$ cat config.mk
export PLATFORM = sky130hd
export DESIGN_NAME = vga_timing_gen_flat
export DESIGN_NICKNAME = d
export VERILOG_FILES = /design/src/rtl/vga_pkg.sv /design/src/rtl/vga_timing_gen_if.sv /design/src/rtl/vga_tim_axis.sv /design/src/rtl/vga_timing_gen.sv /design/src/flat_wrapper.sv
export SDC_FILE = /design/constraint.sdc
export NUM_CORES = 1
export LEC_CHECK = 0
export ABC_CLOCK_PERIOD_IN_PS = 10400
export CORE_MARGIN = 5
export CORE_UTILIZATION = 29
export CTS_CLUSTER_DIAMETER = 40
export DETAILED_ROUTE_END_ITERATION = 8
export PLACE_DENSITY_LB_ADDON = 0.05
export SLEW_MARGIN = 20
export SYNTH_ARGS = -nofsm -noshare
export SYNTH_HDL_FRONTEND = slang
export SYNTH_HIERARCHICAL = 1
export SYNTH_SLANG_ARGS = --single-unit
export TNS_END_PERCENT = 5
$ cat constraint.sdc
create_clock -name clk -period 10.4 [get_ports clk]
set_input_delay 1.04 -clock clk [delete_from_list [all_inputs] [get_ports clk]]
set_output_delay 1.04 -clock clk [all_outputs]
set_load 0.05 [all_outputs]
$ cat src/rtl/vga_pkg.sv
// Shared types and constants for the VGA timing generator: timing-set struct,
// the two standard timing sets, the mode FSM encoding and a parameter sanity helper.
package vga_pkg;

    localparam int unsigned CNT_W_DEF = 11;

    typedef struct packed {
        int unsigned h_pix;
        int unsigned h_blk_s;
        int unsigned h_blk_e;
        int unsigned h_syn_s;
        int unsigned h_syn_e;
        int unsigned v_pix;
        int unsigned v_blk_s;
        int unsigned v_blk_e;
        int unsigned v_syn_s;
        int unsigned v_syn_e;
        bit          hs_pol;
        bit          vs_pol;
    } vga_timing_t;

    localparam vga_timing_t VGA_800x600_60 = '{
        h_pix: 800, h_blk_s: 800, h_blk_e: 1055, h_syn_s: 840, h_syn_e: 967,
        v_pix: 600, v_blk_s: 600, v_blk_e: 627,  v_syn_s: 601, v_syn_e: 604,
        hs_pol: 1'b1, vs_pol: 1'b1
    };

    localparam vga_timing_t VGA_640x480_60 = '{
        h_pix: 640, h_blk_s: 640, h_blk_e: 799, h_syn_s: 656, h_syn_e: 751,
        v_pix: 480, v_blk_s: 480, v_blk_e: 524, v_syn_s: 490, v_syn_e: 491,
        hs_pol: 1'b0, vs_pol: 1'b0
    };

    typedef enum logic {
        MODE_RUN  = 1'b0,
        MODE_PEND = 1'b1
    } mode_state_e;

    // True when one axis is ordered PIX <= SYN_S <= SYN_E <= BLK_E and BLK_E fits the counter.
    function automatic bit axis_ok(input int unsigned pix, input int unsigned syn_s,
                                   input int unsigned syn_e, input int unsigned blk_e,
                                   input int unsigned cnt_w);
        return (pix <= syn_s) && (syn_s <= syn_e) && (syn_e <= blk_e) &&
               ((cnt_w >= 32) || ((blk_e >> cnt_w) == 0));
    endfunction

endpackage

$ cat src/rtl/vga_timing_gen_if.sv
// Video timing bundle between vga_timing_gen (master) and the draw stages (slave).
// frame_cnt exists only when VGA_TIMING_FRAME_CNT_EN is defined.
interface vga_timing_gen_if
    import vga_pkg::*;
#(
    parameter int unsigned CNT_W = CNT_W_DEF
);
    logic             mode_sel;
    logic [CNT_W-1:0] hcount;
    logic [CNT_W-1:0] vcount;
    logic             hsync;
    logic             vsync;
    logic             hblnk;
    logic             vblnk;
    logic             frame_start;
    logic             mode_act;
`ifdef VGA_TIMING_FRAME_CNT_EN
    logic [15:0]      frame_cnt;

    modport master (
        input  mode_sel,
        output hcount, vcount, hsync, vsync, hblnk, vblnk, frame_start, mode_act, frame_cnt
    );
    modport slave (
        output mode_sel,
        input  hcount, vcount, hsync, vsync, hblnk, vblnk, frame_start, mode_act, frame_cnt
    );
`else
    modport master (
        input  mode_sel,
        output hcount, vcount, hsync, vsync, hblnk, vblnk, frame_start, mode_act
    );
    modport slave (
        output mode_sel,
        input  hcount, vcount, hsync, vsync, hblnk, vblnk, frame_start, mode_act
    );
`endif
endinterface

$ cat src/rtl/vga_tim_axis.sv
// One timing axis: position counter with wrap detect plus registered blank/sync flags
// derived from the next count, so flags and count leave in the same cycle.
module vga_tim_axis #(
    parameter int unsigned CNT_W   = 11,
    parameter bit          SYN_RST = 1'b0
) (
    input  logic             clk,
    input  logic             rst_n,
    input  logic             en_i,
    input  logic [CNT_W-1:0] end_i,
    input  logic [CNT_W-1:0] blk_s_i,
    input  logic [CNT_W-1:0] blk_e_i,
    input  logic [CNT_W-1:0] syn_s_i,
    input  logic [CNT_W-1:0] syn_e_i,
    input  logic             syn_pol_i,
    output logic [CNT_W-1:0] cnt_o,
    output logic             blk_o,
    output logic             syn_o,
    output logic             tc_o
);

    logic [CNT_W-1:0] cnt_q, cnt_d;
    logic             blk_q, blk_d;
    logic             syn_q, syn_d;

    assign tc_o = (cnt_q == end_i);

    // end_i belongs to the timing set in force now; the compare bounds belong to the set
    // in force for the next pixel, which differ only across a mode-switch frame boundary.
    always_comb begin
        cnt_d = cnt_q;
        if (en_i) begin
            cnt_d = tc_o ? '0 : cnt_q + 1'b1;
        end
        blk_d = (cnt_d >= blk_s_i) && (cnt_d <= blk_e_i);
        syn_d = ((cnt_d >= syn_s_i) && (cnt_d <= syn_e_i)) ? syn_pol_i : ~syn_pol_i;
    end

    always_ff @(posedge clk or negedge rst_n) begin
        if (!rst_n) begin
            cnt_q <= '0;
            blk_q <= 1'b0;
            syn_q <= SYN_RST;
        end else begin
            cnt_q <= cnt_d;
            blk_q <= blk_d;
            syn_q <= syn_d;
        end
    end

    assign cnt_o = cnt_q;
    assign blk_o = blk_q;
    assign syn_o = syn_q;

endmodule

$ cat src/rtl/vga_timing_gen.sv
// Two-mode VGA timing generator; mode requests are applied only at a frame boundary.
// Optional frame counter output enabled by defining VGA_TIMING_FRAME_CNT_EN.
module vga_timing_gen
    import vga_pkg::*;
#(
    parameter int unsigned CNT_W      = CNT_W_DEF,
    parameter int unsigned M0_H_PIX   = VGA_800x600_60.h_pix,
    parameter int unsigned M0_H_BLK_S = VGA_800x600_60.h_blk_s,
    parameter int unsigned M0_H_BLK_E = VGA_800x600_60.h_blk_e,
    parameter int unsigned M0_H_SYN_S = VGA_800x600_60.h_syn_s,
    parameter int unsigned M0_H_SYN_E = VGA_800x600_60.h_syn_e,
    parameter int unsigned M0_V_PIX   = VGA_800x600_60.v_pix,
    parameter int unsigned M0_V_BLK_S = VGA_800x600_60.v_blk_s,
    parameter int unsigned M0_V_BLK_E = VGA_800x600_60.v_blk_e,
    parameter int unsigned M0_V_SYN_S = VGA_800x600_60.v_syn_s,
    parameter int unsigned M0_V_SYN_E = VGA_800x600_60.v_syn_e,
    parameter bit          M0_HS_POL  = VGA_800x600_60.hs_pol,
    parameter bit          M0_VS_POL  = VGA_800x600_60.vs_pol,
    parameter int unsigned M1_H_PIX   = VGA_640x480_60.h_pix,
    parameter int unsigned M1_H_BLK_S = VGA_640x480_60.h_blk_s,
    parameter int unsigned M1_H_BLK_E = VGA_640x480_60.h_blk_e,
    parameter int unsigned M1_H_SYN_S = VGA_640x480_60.h_syn_s,
    parameter int unsigned M1_H_SYN_E = VGA_640x480_60.h_syn_e,
    parameter int unsigned M1_V_PIX   = VGA_640x480_60.v_pix,
    parameter int unsigned M1_V_BLK_S = VGA_640x480_60.v_blk_s,
    parameter int unsigned M1_V_BLK_E = VGA_640x480_60.v_blk_e,
    parameter int unsigned M1_V_SYN_S = VGA_640x480_60.v_syn_s,
    parameter int unsigned M1_V_SYN_E = VGA_640x480_60.v_syn_e,
    parameter bit          M1_HS_POL  = VGA_640x480_60.hs_pol,
    parameter bit          M1_VS_POL  = VGA_640x480_60.vs_pol
) (
    input logic              clk,
    input logic              rst_n,
    vga_timing_gen_if.master vga
);

    if (!axis_ok(M0_H_PIX, M0_H_SYN_S, M0_H_SYN_E, M0_H_BLK_E, CNT_W)) begin : g_bad_m0_h
        $error("vga_timing_gen: mode-0 horizontal timing out of order or too wide");
    end
    if (!axis_ok(M0_V_PIX, M0_V_SYN_S, M0_V_SYN_E, M0_V_BLK_E, CNT_W)) begin : g_bad_m0_v
        $error("vga_timing_gen: mode-0 vertical timing out of order or too wide");
    end
    if (!axis_ok(M1_H_PIX, M1_H_SYN_S, M1_H_SYN_E, M1_H_BLK_E, CNT_W)) begin : g_bad_m1_h
        $error("vga_timing_gen: mode-1 horizontal timing out of order or too wide");
    end
    if (!axis_ok(M1_V_PIX, M1_V_SYN_S, M1_V_SYN_E, M1_V_BLK_E, CNT_W)) begin : g_bad_m1_v
        $error("vga_timing_gen: mode-1 vertical timing out of order or too wide");
    end

    typedef logic [CNT_W-1:0] cnt_t;

    localparam cnt_t H0_BS = cnt_t'(M0_H_BLK_S);
    localparam cnt_t H0_BE = cnt_t'(M0_H_BLK_E);
    localparam cnt_t H0_SS = cnt_t'(M0_H_SYN_S);
    localparam cnt_t H0_SE = cnt_t'(M0_H_SYN_E);
    localparam cnt_t V0_BS = cnt_t'(M0_V_BLK_S);
    localparam cnt_t V0_BE = cnt_t'(M0_V_BLK_E);
    localparam cnt_t V0_SS = cnt_t'(M0_V_SYN_S);
    localparam cnt_t V0_SE = cnt_t'(M0_V_SYN_E);
    localparam cnt_t H1_BS = cnt_t'(M1_H_BLK_S);
    localparam cnt_t H1_BE = cnt_t'(M1_H_BLK_E);
    localparam cnt_t H1_SS = cnt_t'(M1_H_SYN_S);
    localparam cnt_t H1_SE = cnt_t'(M1_H_SYN_E);
    localparam cnt_t V1_BS = cnt_t'(M1_V_BLK_S);
    localparam cnt_t V1_BE = cnt_t'(M1_V_BLK_E);
    localparam cnt_t V1_SS = cnt_t'(M1_V_SYN_S);
    localparam cnt_t V1_SE = cnt_t'(M1_V_SYN_E);

    mode_state_e state_q, state_d;
    logic        mode_act_q, mode_act_d;
    logic        frame_start_q;
    logic        h_tc, v_tc, frame_end;
    cnt_t        h_end, v_end;
    cnt_t        h_bs, h_be, h_ss, h_se;
    cnt_t        v_bs, v_be, v_ss, v_se;
    logic        hs_pol, vs_pol;

    assign frame_end = h_tc & v_tc;

    always_ff @(posedge clk or negedge rst_n) begin
        if (!rst_n) begin
            state_q    <= MODE_RUN;
            mode_act_q <= 1'b0;
        end else begin
            state_q    <= state_d;
            mode_act_q <= mode_act_d;
        end
    end

    always_comb begin
        state_d = state_q;
        unique case (state_q)
            MODE_RUN: begin
                if (vga.mode_sel != mode_act_q) state_d = MODE_PEND;
            end
            MODE_PEND: begin
                if (frame_end || (vga.mode_sel == mode_act_q)) state_d = MODE_RUN;
            end
        endcase
    end

    always_comb begin
        mode_act_d = mode_act_q;
        if ((state_q == MODE_PEND) && frame_end) mode_act_d = vga.mode_sel;
    end

    // Wrap points follow the mode in force; flag bounds follow the mode of the next pixel.
    always_comb begin
        h_end  = mode_act_q ? H1_BE : H0_BE;
        v_end  = mode_act_q ? V1_BE : V0_BE;
        h_bs   = mode_act_d ? H1_BS : H0_BS;
        h_be   = mode_act_d ? H1_BE : H0_BE;
        h_ss   = mode_act_d ? H1_SS : H0_SS;
        h_se   = mode_act_d ? H1_SE : H0_SE;
        v_bs   = mode_act_d ? V1_BS : V0_BS;
        v_be   = mode_act_d ? V1_BE : V0_BE;
        v_ss   = mode_act_d ? V1_SS : V0_SS;
        v_se   = mode_act_d ? V1_SE : V0_SE;
        hs_pol = mode_act_d ? M1_HS_POL : M0_HS_POL;
        vs_pol = mode_act_d ? M1_VS_POL : M0_VS_POL;
    end

    vga_tim_axis #(.CNT_W(CNT_W), .SYN_RST(~M0_HS_POL)) u_h_axis (
        .clk       (clk),
        .rst_n     (rst_n),
        .en_i      (1'b1),
        .end_i     (h_end),
        .blk_s_i   (h_bs),
        .blk_e_i   (h_be),
        .syn_s_i   (h_ss),
        .syn_e_i   (h_se),
        .syn_pol_i (hs_pol),
        .cnt_o     (vga.hcount),
        .blk_o     (vga.hblnk),
        .syn_o     (vga.hsync),
        .tc_o      (h_tc)
    );

    vga_tim_axis #(.CNT_W(CNT_W), .SYN_RST(~M0_VS_POL)) u_v_axis (
        .clk       (clk),
        .rst_n     (rst_n),
        .en_i      (h_tc),
        .end_i     (v_end),
        .blk_s_i   (v_bs),
        .blk_e_i   (v_be),
        .syn_s_i   (v_ss),
        .syn_e_i   (v_se),
        .syn_pol_i (vs_pol),
        .cnt_o     (vga.vcount),
        .blk_o     (vga.vblnk),
        .syn_o     (vga.vsync),
        .tc_o      (v_tc)
    );

    // The counters land on (0,0) exactly one cycle after frame end.
    always_ff @(posedge clk or negedge rst_n) begin
        if (!rst_n) begin
            frame_start_q <= 1'b0;
        end else begin
            frame_start_q <= frame_end;
        end
    end

    assign vga.frame_start = frame_start_q;
    assign vga.mode_act    = mode_act_q;

`ifdef VGA_TIMING_FRAME_CNT_EN
    logic [15:0] frame_cnt_q;

    always_ff @(posedge clk or negedge rst_n) begin
        if (!rst_n) begin
            frame_cnt_q <= '0;
        end else if (frame_end) begin
            frame_cnt_q <= frame_cnt_q + 16'd1;
        end
    end

    assign vga.frame_cnt = frame_cnt_q;
`else
`endif

endmodule

$ cat src/flat_wrapper.sv
// flat-port wrapper written by rule: the top's interface ports become plain ports
module vga_timing_gen_flat import vga_pkg::*;
#(
    parameter int unsigned CNT_W      = CNT_W_DEF,
    parameter int unsigned M0_H_PIX   = VGA_800x600_60.h_pix,
    parameter int unsigned M0_H_BLK_S = VGA_800x600_60.h_blk_s,
    parameter int unsigned M0_H_BLK_E = VGA_800x600_60.h_blk_e,
    parameter int unsigned M0_H_SYN_S = VGA_800x600_60.h_syn_s,
    parameter int unsigned M0_H_SYN_E = VGA_800x600_60.h_syn_e,
    parameter int unsigned M0_V_PIX   = VGA_800x600_60.v_pix,
    parameter int unsigned M0_V_BLK_S = VGA_800x600_60.v_blk_s,
    parameter int unsigned M0_V_BLK_E = VGA_800x600_60.v_blk_e,
    parameter int unsigned M0_V_SYN_S = VGA_800x600_60.v_syn_s,
    parameter int unsigned M0_V_SYN_E = VGA_800x600_60.v_syn_e,
    parameter bit          M0_HS_POL  = VGA_800x600_60.hs_pol,
    parameter bit          M0_VS_POL  = VGA_800x600_60.vs_pol,
    parameter int unsigned M1_H_PIX   = VGA_640x480_60.h_pix,
    parameter int unsigned M1_H_BLK_S = VGA_640x480_60.h_blk_s,
    parameter int unsigned M1_H_BLK_E = VGA_640x480_60.h_blk_e,
    parameter int unsigned M1_H_SYN_S = VGA_640x480_60.h_syn_s,
    parameter int unsigned M1_H_SYN_E = VGA_640x480_60.h_syn_e,
    parameter int unsigned M1_V_PIX   = VGA_640x480_60.v_pix,
    parameter int unsigned M1_V_BLK_S = VGA_640x480_60.v_blk_s,
    parameter int unsigned M1_V_BLK_E = VGA_640x480_60.v_blk_e,
    parameter int unsigned M1_V_SYN_S = VGA_640x480_60.v_syn_s,
    parameter int unsigned M1_V_SYN_E = VGA_640x480_60.v_syn_e,
    parameter bit          M1_HS_POL  = VGA_640x480_60.hs_pol,
    parameter bit          M1_VS_POL  = VGA_640x480_60.vs_pol
)
  (clk, rst_n, vga_mode_sel, vga_hcount, vga_vcount, vga_hsync, vga_vsync, vga_hblnk, vga_vblnk, vga_frame_start, vga_mode_act);
  vga_timing_gen_if #(.CNT_W(CNT_W)) vga_i ();
  input logic clk;
  input logic rst_n;
  input wire logic [$bits(vga_i.mode_sel)-1:0] vga_mode_sel;
  output wire logic [$bits(vga_i.hcount)-1:0] vga_hcount;
  output wire logic [$bits(vga_i.vcount)-1:0] vga_vcount;
  output wire logic [$bits(vga_i.hsync)-1:0] vga_hsync;
  output wire logic [$bits(vga_i.vsync)-1:0] vga_vsync;
  output wire logic [$bits(vga_i.hblnk)-1:0] vga_hblnk;
  output wire logic [$bits(vga_i.vblnk)-1:0] vga_vblnk;
  output wire logic [$bits(vga_i.frame_start)-1:0] vga_frame_start;
  output wire logic [$bits(vga_i.mode_act)-1:0] vga_mode_act;
  assign vga_i.mode_sel = vga_mode_sel;
  assign vga_hcount = vga_i.hcount;
  assign vga_vcount = vga_i.vcount;
  assign vga_hsync = vga_i.hsync;
  assign vga_vsync = vga_i.vsync;
  assign vga_hblnk = vga_i.hblnk;
  assign vga_vblnk = vga_i.vblnk;
  assign vga_frame_start = vga_i.frame_start;
  assign vga_mode_act = vga_i.mode_act;
  vga_timing_gen #(.CNT_W(CNT_W), .M0_H_PIX(M0_H_PIX), .M0_H_BLK_S(M0_H_BLK_S), .M0_H_BLK_E(M0_H_BLK_E), .M0_H_SYN_S(M0_H_SYN_S), .M0_H_SYN_E(M0_H_SYN_E), .M0_V_PIX(M0_V_PIX), .M0_V_BLK_S(M0_V_BLK_S), .M0_V_BLK_E(M0_V_BLK_E), .M0_V_SYN_S(M0_V_SYN_S), .M0_V_SYN_E(M0_V_SYN_E), .M0_HS_POL(M0_HS_POL), .M0_VS_POL(M0_VS_POL), .M1_H_PIX(M1_H_PIX), .M1_H_BLK_S(M1_H_BLK_S), .M1_H_BLK_E(M1_H_BLK_E), .M1_H_SYN_S(M1_H_SYN_S), .M1_H_SYN_E(M1_H_SYN_E), .M1_V_PIX(M1_V_PIX), .M1_V_BLK_S(M1_V_BLK_S), .M1_V_BLK_E(M1_V_BLK_E), .M1_V_SYN_S(M1_V_SYN_S), .M1_V_SYN_E(M1_V_SYN_E), .M1_HS_POL(M1_HS_POL), .M1_VS_POL(M1_VS_POL)) u_core (.clk(clk), .rst_n(rst_n), .vga(vga_i));
endmodule
==> results.md <==
- Setup crit start kind: flip-flop
- Last element of the critical path: u_core/u_v_axis/blk_o$_DFF_PN0_
- Number of buffers on the longest clock path: 2
- Antenna violations before repair: 0
- Worst reg2reg path endpoint: u_core/u_v_axis/blk_o$_DFF_PN0_
- Fraction of final layout cells sized beyond drive strength 1: 4.562%
- Final critical path time including I/O delays and setup: 4.172 ns
- Fill count: 1,339
- Sequential-to-total area share from yosys stat: 19.07%
- Number of CTS-inserted buffers: 5
- Final non-filler cell total: 720
- Distinct cells, synth: 40
- Worst Hold Margin: 0.4726 ns
- Internal reg-to-reg setup slack: 6.23 ns
- Reg clk slew, reported paths: roughly 0.05 ns
- Hold Fails Final Rpt: 0
- PortBufs: 30
- Final Max Tran Viols: 0
- Post-CTS Setup Inserts: 0
- Post-cts resize count: 0
- Via density per instance: 4.583
- CTS tree: yes
- Kind of path behind the tightest hold check: reg -> reg
- Leading cell type in the layout, fill and taps excluded: sky130_fd_sc_hd__inv_1
- Async S/R FF share, synth: 100.0%
- Clock sink total: 29
- Total Die Area: 15,520 µm²
- Residual DRC: 0
- Post-Route Skew: about 0.0043 ns
- Hold Buf Count CTS: 0
- Overall routed net length: around 9600 µm
- Yosys warning count: 6
- Mean cell area of the mapped netlist: 8.384 µm²
- Final Wtd Congestion: 0.7766
- Total of endpoints with negative setup slack in the final report: 0
- Clock latency on the worst-skew pair: 0.27 ns
- N_diodes: 0
- H-Tree Depth: 2
- Clk root buf: sky130_fd_sc_hd__clkbuf_16
- Core region area: between 10,000 and 15,000 µm²
- Crit path launch: u_core/vga.mode_act$_DFF_PN0_
- Pre-CTS setup slack: 6.184 ns
- Router iterations before antenna repair: 4
- Routed WL per cell: 13.30 µm
- Transition time at the pin with the least slew margin: 0.7983 ns
- Height of the die: 124.6 µm
- Overflow left after global routing: 0
- Worst setup slack after layout: between 6 and 7 ns
- PnR Total Power: about 0.48 mW
- Worst-path maximum fanout: 23
- Post-route cell area: 4695 µm²
- R2R Path Start: u_core/vga.mode_act$_DFF_PN0_
- Largest net degree at the start of global routing: 30
- Starting density of the core: 29.92%
- Path depth of the worst reg2reg path: 13
- Number of register bits inferred by synthesis: 29
- Fin util: a little under two fifths
- Number of violations of the max-capacitance limit: 0
- Number of nets at the end of the flow: 640
- Worst VDD drop: 68.63 µV
- Crit Path Category: reg -> reg
- Setup crit end kind: flip-flop
- Most frequent cells in the layout: sky130_fd_sc_hd__inv_1, sky130_fd_sc_hd__ha_1, sky130_fd_sc_hd__conb_1, sky130_fd_sc_hd__a21oi_1, sky130_fd_sc_hd__clkdlybuf4s50_1
- Period utilization: 40.11%
- Global router's overall resource usage: 12.71%
- Global-route wire length before repair: 16,370 µm
- Placement-stage cell area: 4537 µm²
- Netlist area before placement: between 3000 and 4000 µm²
- DRC marker count from the first detailed-route iteration: 119
- Worst Path Arrival: 4.38 ns
- DP HPWL: 7731 µm
- Tightest slew margin relative to the limit: between 40% and 50%
- Most used DFF post-synth: sky130_fd_sc_hd__dfrtp_1
- Vias after detailed routing: 3,300
- Number of synthesized flops with an enable pin: 0
- Result of the run: finished, final reports clean
- Number of top-level design ports: 31
- Power density normalized to cell area: 102.0 nW/µm²
- Chip width: 124.6 µm
- Unrepaired setup endpoints after global routing: no
- Vias in the first global route: roughly 3,300
- Leakage power total: 2.492 nW
- Number of placed instances, taps included: 712
- Standard-cell row count: 41
- Area added between synthesis and finish: 23.34%
- Required time of the critical path: around 11 ns
- Residual antenna-violating net count after detailed routing: 0
- Total Neg Setup Slack: 0 ns
- Cell count after synthesis: 454
- Peak Freq: roughly 240 MHz
cells by family (layout without fill, tap and decap cells):
logic type	after synthesis	after routing	synth area share, %
AO/OA/AOI/OAI	101	101	17.82
XOR/XNOR	31	31	7.133
adder cells (fa/ha/maj)	90	90	29.59
AND/OR/NAND/NOR	98	98	14.27
other	2	59	0.1973
buffers and inverters	95	132	9.632
multiplexers	8	8	2.301
flip-flops	29	29	19.07
cell type report:
cell class	instances	area (µm²)	share of cell area, %
multi-input combinational	387	2932	62.45
clock inverter	1	5.005	0.1066
clock buffer	7	152.6	3.252
timing repair buffer	33	322.8	6.876
tap	172	215.2	4.584
inverter	91	341.6	7.276
sequential	29	725.7	15.46
state kept, by name, summed over array words and instances, names as in the netlist:
name / cells
u_core/u_h_axis/syn_o: 1
u_core/u_v_axis/cnt_o: 11
u_core/state_q: 1
u_core/vga.frame_start: 1
u_core/u_v_axis/syn_o: 1
u_core/u_h_axis/blk_o: 1
u_core/u_h_axis/cnt_o: 11
u_core/vga.mode_act: 1
u_core/u_v_axis/blk_o: 1
per-layer routing:
layer | vias up | track usage [%] | share of wire [%]
li1 | 1730 | - | -
met1 | 1532 | 17.59 | 51
met2 | 32 | 20.64 | 45
met3 | 6 | 1.887 | 2.5
met4 | 0 | 3.353 | 1.2
met5 | - | 0 | 0
worst max-delay path: stages (launching register included):
cell and delay (ns):
sky130_fd_sc_hd__dfrtp_1 0.55, sky130_fd_sc_hd__inv_1 0.25, sky130_fd_sc_hd__xnor2_1 0.22, sky130_fd_sc_hd__nand3_1 0.11, sky130_fd_sc_hd__nor3_2 0.68, sky130_fd_sc_hd__nand3_2 0.22
sky130_fd_sc_hd__mux2i_2 0.23, sky130_fd_sc_hd__buf_4 0.30, sky130_fd_sc_hd__inv_1 0.07, sky130_fd_sc_hd__ha_1 0.31, sky130_fd_sc_hd__a21o_1 0.16, sky130_fd_sc_hd__a21o_1 0.18
sky130_fd_sc_hd__a2111oi_0 0.53, sky130_fd_sc_hd__o32a_1 0.27
synthesized netlist by cell type (4+ instances only):
cell type	count	area (µm²)
sky130_fd_sc_hd__xnor2_1	25	219.0
sky130_fd_sc_hd__nor2b_1	16	100.1
sky130_fd_sc_hd__dfrtp_1	29	725.7
sky130_fd_sc_hd__mux2i_1	5	50.05
sky130_fd_sc_hd__o21ai_1	6	30.03
sky130_fd_sc_hd__a21o_1	8	60.06
sky130_fd_sc_hd__nand4_1	22	137.6
sky130_fd_sc_hd__nand2b_1	4	25.02
sky130_fd_sc_hd__o21ai_0	16	80.08
sky130_fd_sc_hd__a21oi_2	4	35.03
sky130_fd_sc_hd__ha_1	90	1126
sky130_fd_sc_hd__nor2_1	14	52.55
sky130_fd_sc_hd__a21oi_1	33	165.2
sky130_fd_sc_hd__o2bb2ai_1	6	52.55
sky130_fd_sc_hd__a22o_1	8	70.07
sky130_fd_sc_hd__nand2_1	16	60.06
sky130_fd_sc_hd__xor2_1	6	52.55
sky130_fd_sc_hd__nand3_1	10	50.05
sky130_fd_sc_hd__a2111oi_0	4	35.03
sky130_fd_sc_hd__and3_1	6	37.54
sky130_fd_sc_hd__inv_1	91	341.6
worst min path at each step:
stage,from,endpoint,slack (ns),cells after the start
floorplan,u_core/state_q$_DFF_PN0_,u_core/state_q$_DFF_PN0_,0.43,1
detailed placement,u_core/state_q$_DFF_PN0_,u_core/state_q$_DFF_PN0_,0.46,1
CTS,u_core/state_q$_DFF_PN0_,u_core/state_q$_DFF_PN0_,0.47,1
finish,u_core/state_q$_DFF_PN0_,u_core/state_q$_DFF_PN0_,0.47,1
global placement,u_core/state_q$_DFF_PN0_,u_core/state_q$_DFF_PN0_,0.46,1
global route,u_core/state_q$_DFF_PN0_,u_core/state_q$_DFF_PN0_,0.52,1
power breakdown:
part	internal (mW)	switching, mW
combinational	0.0731	0.116
sequential	0.122	0.0175
clock	0.101	0.0492
Note: power is estimated with default switching activity, not from simulation.
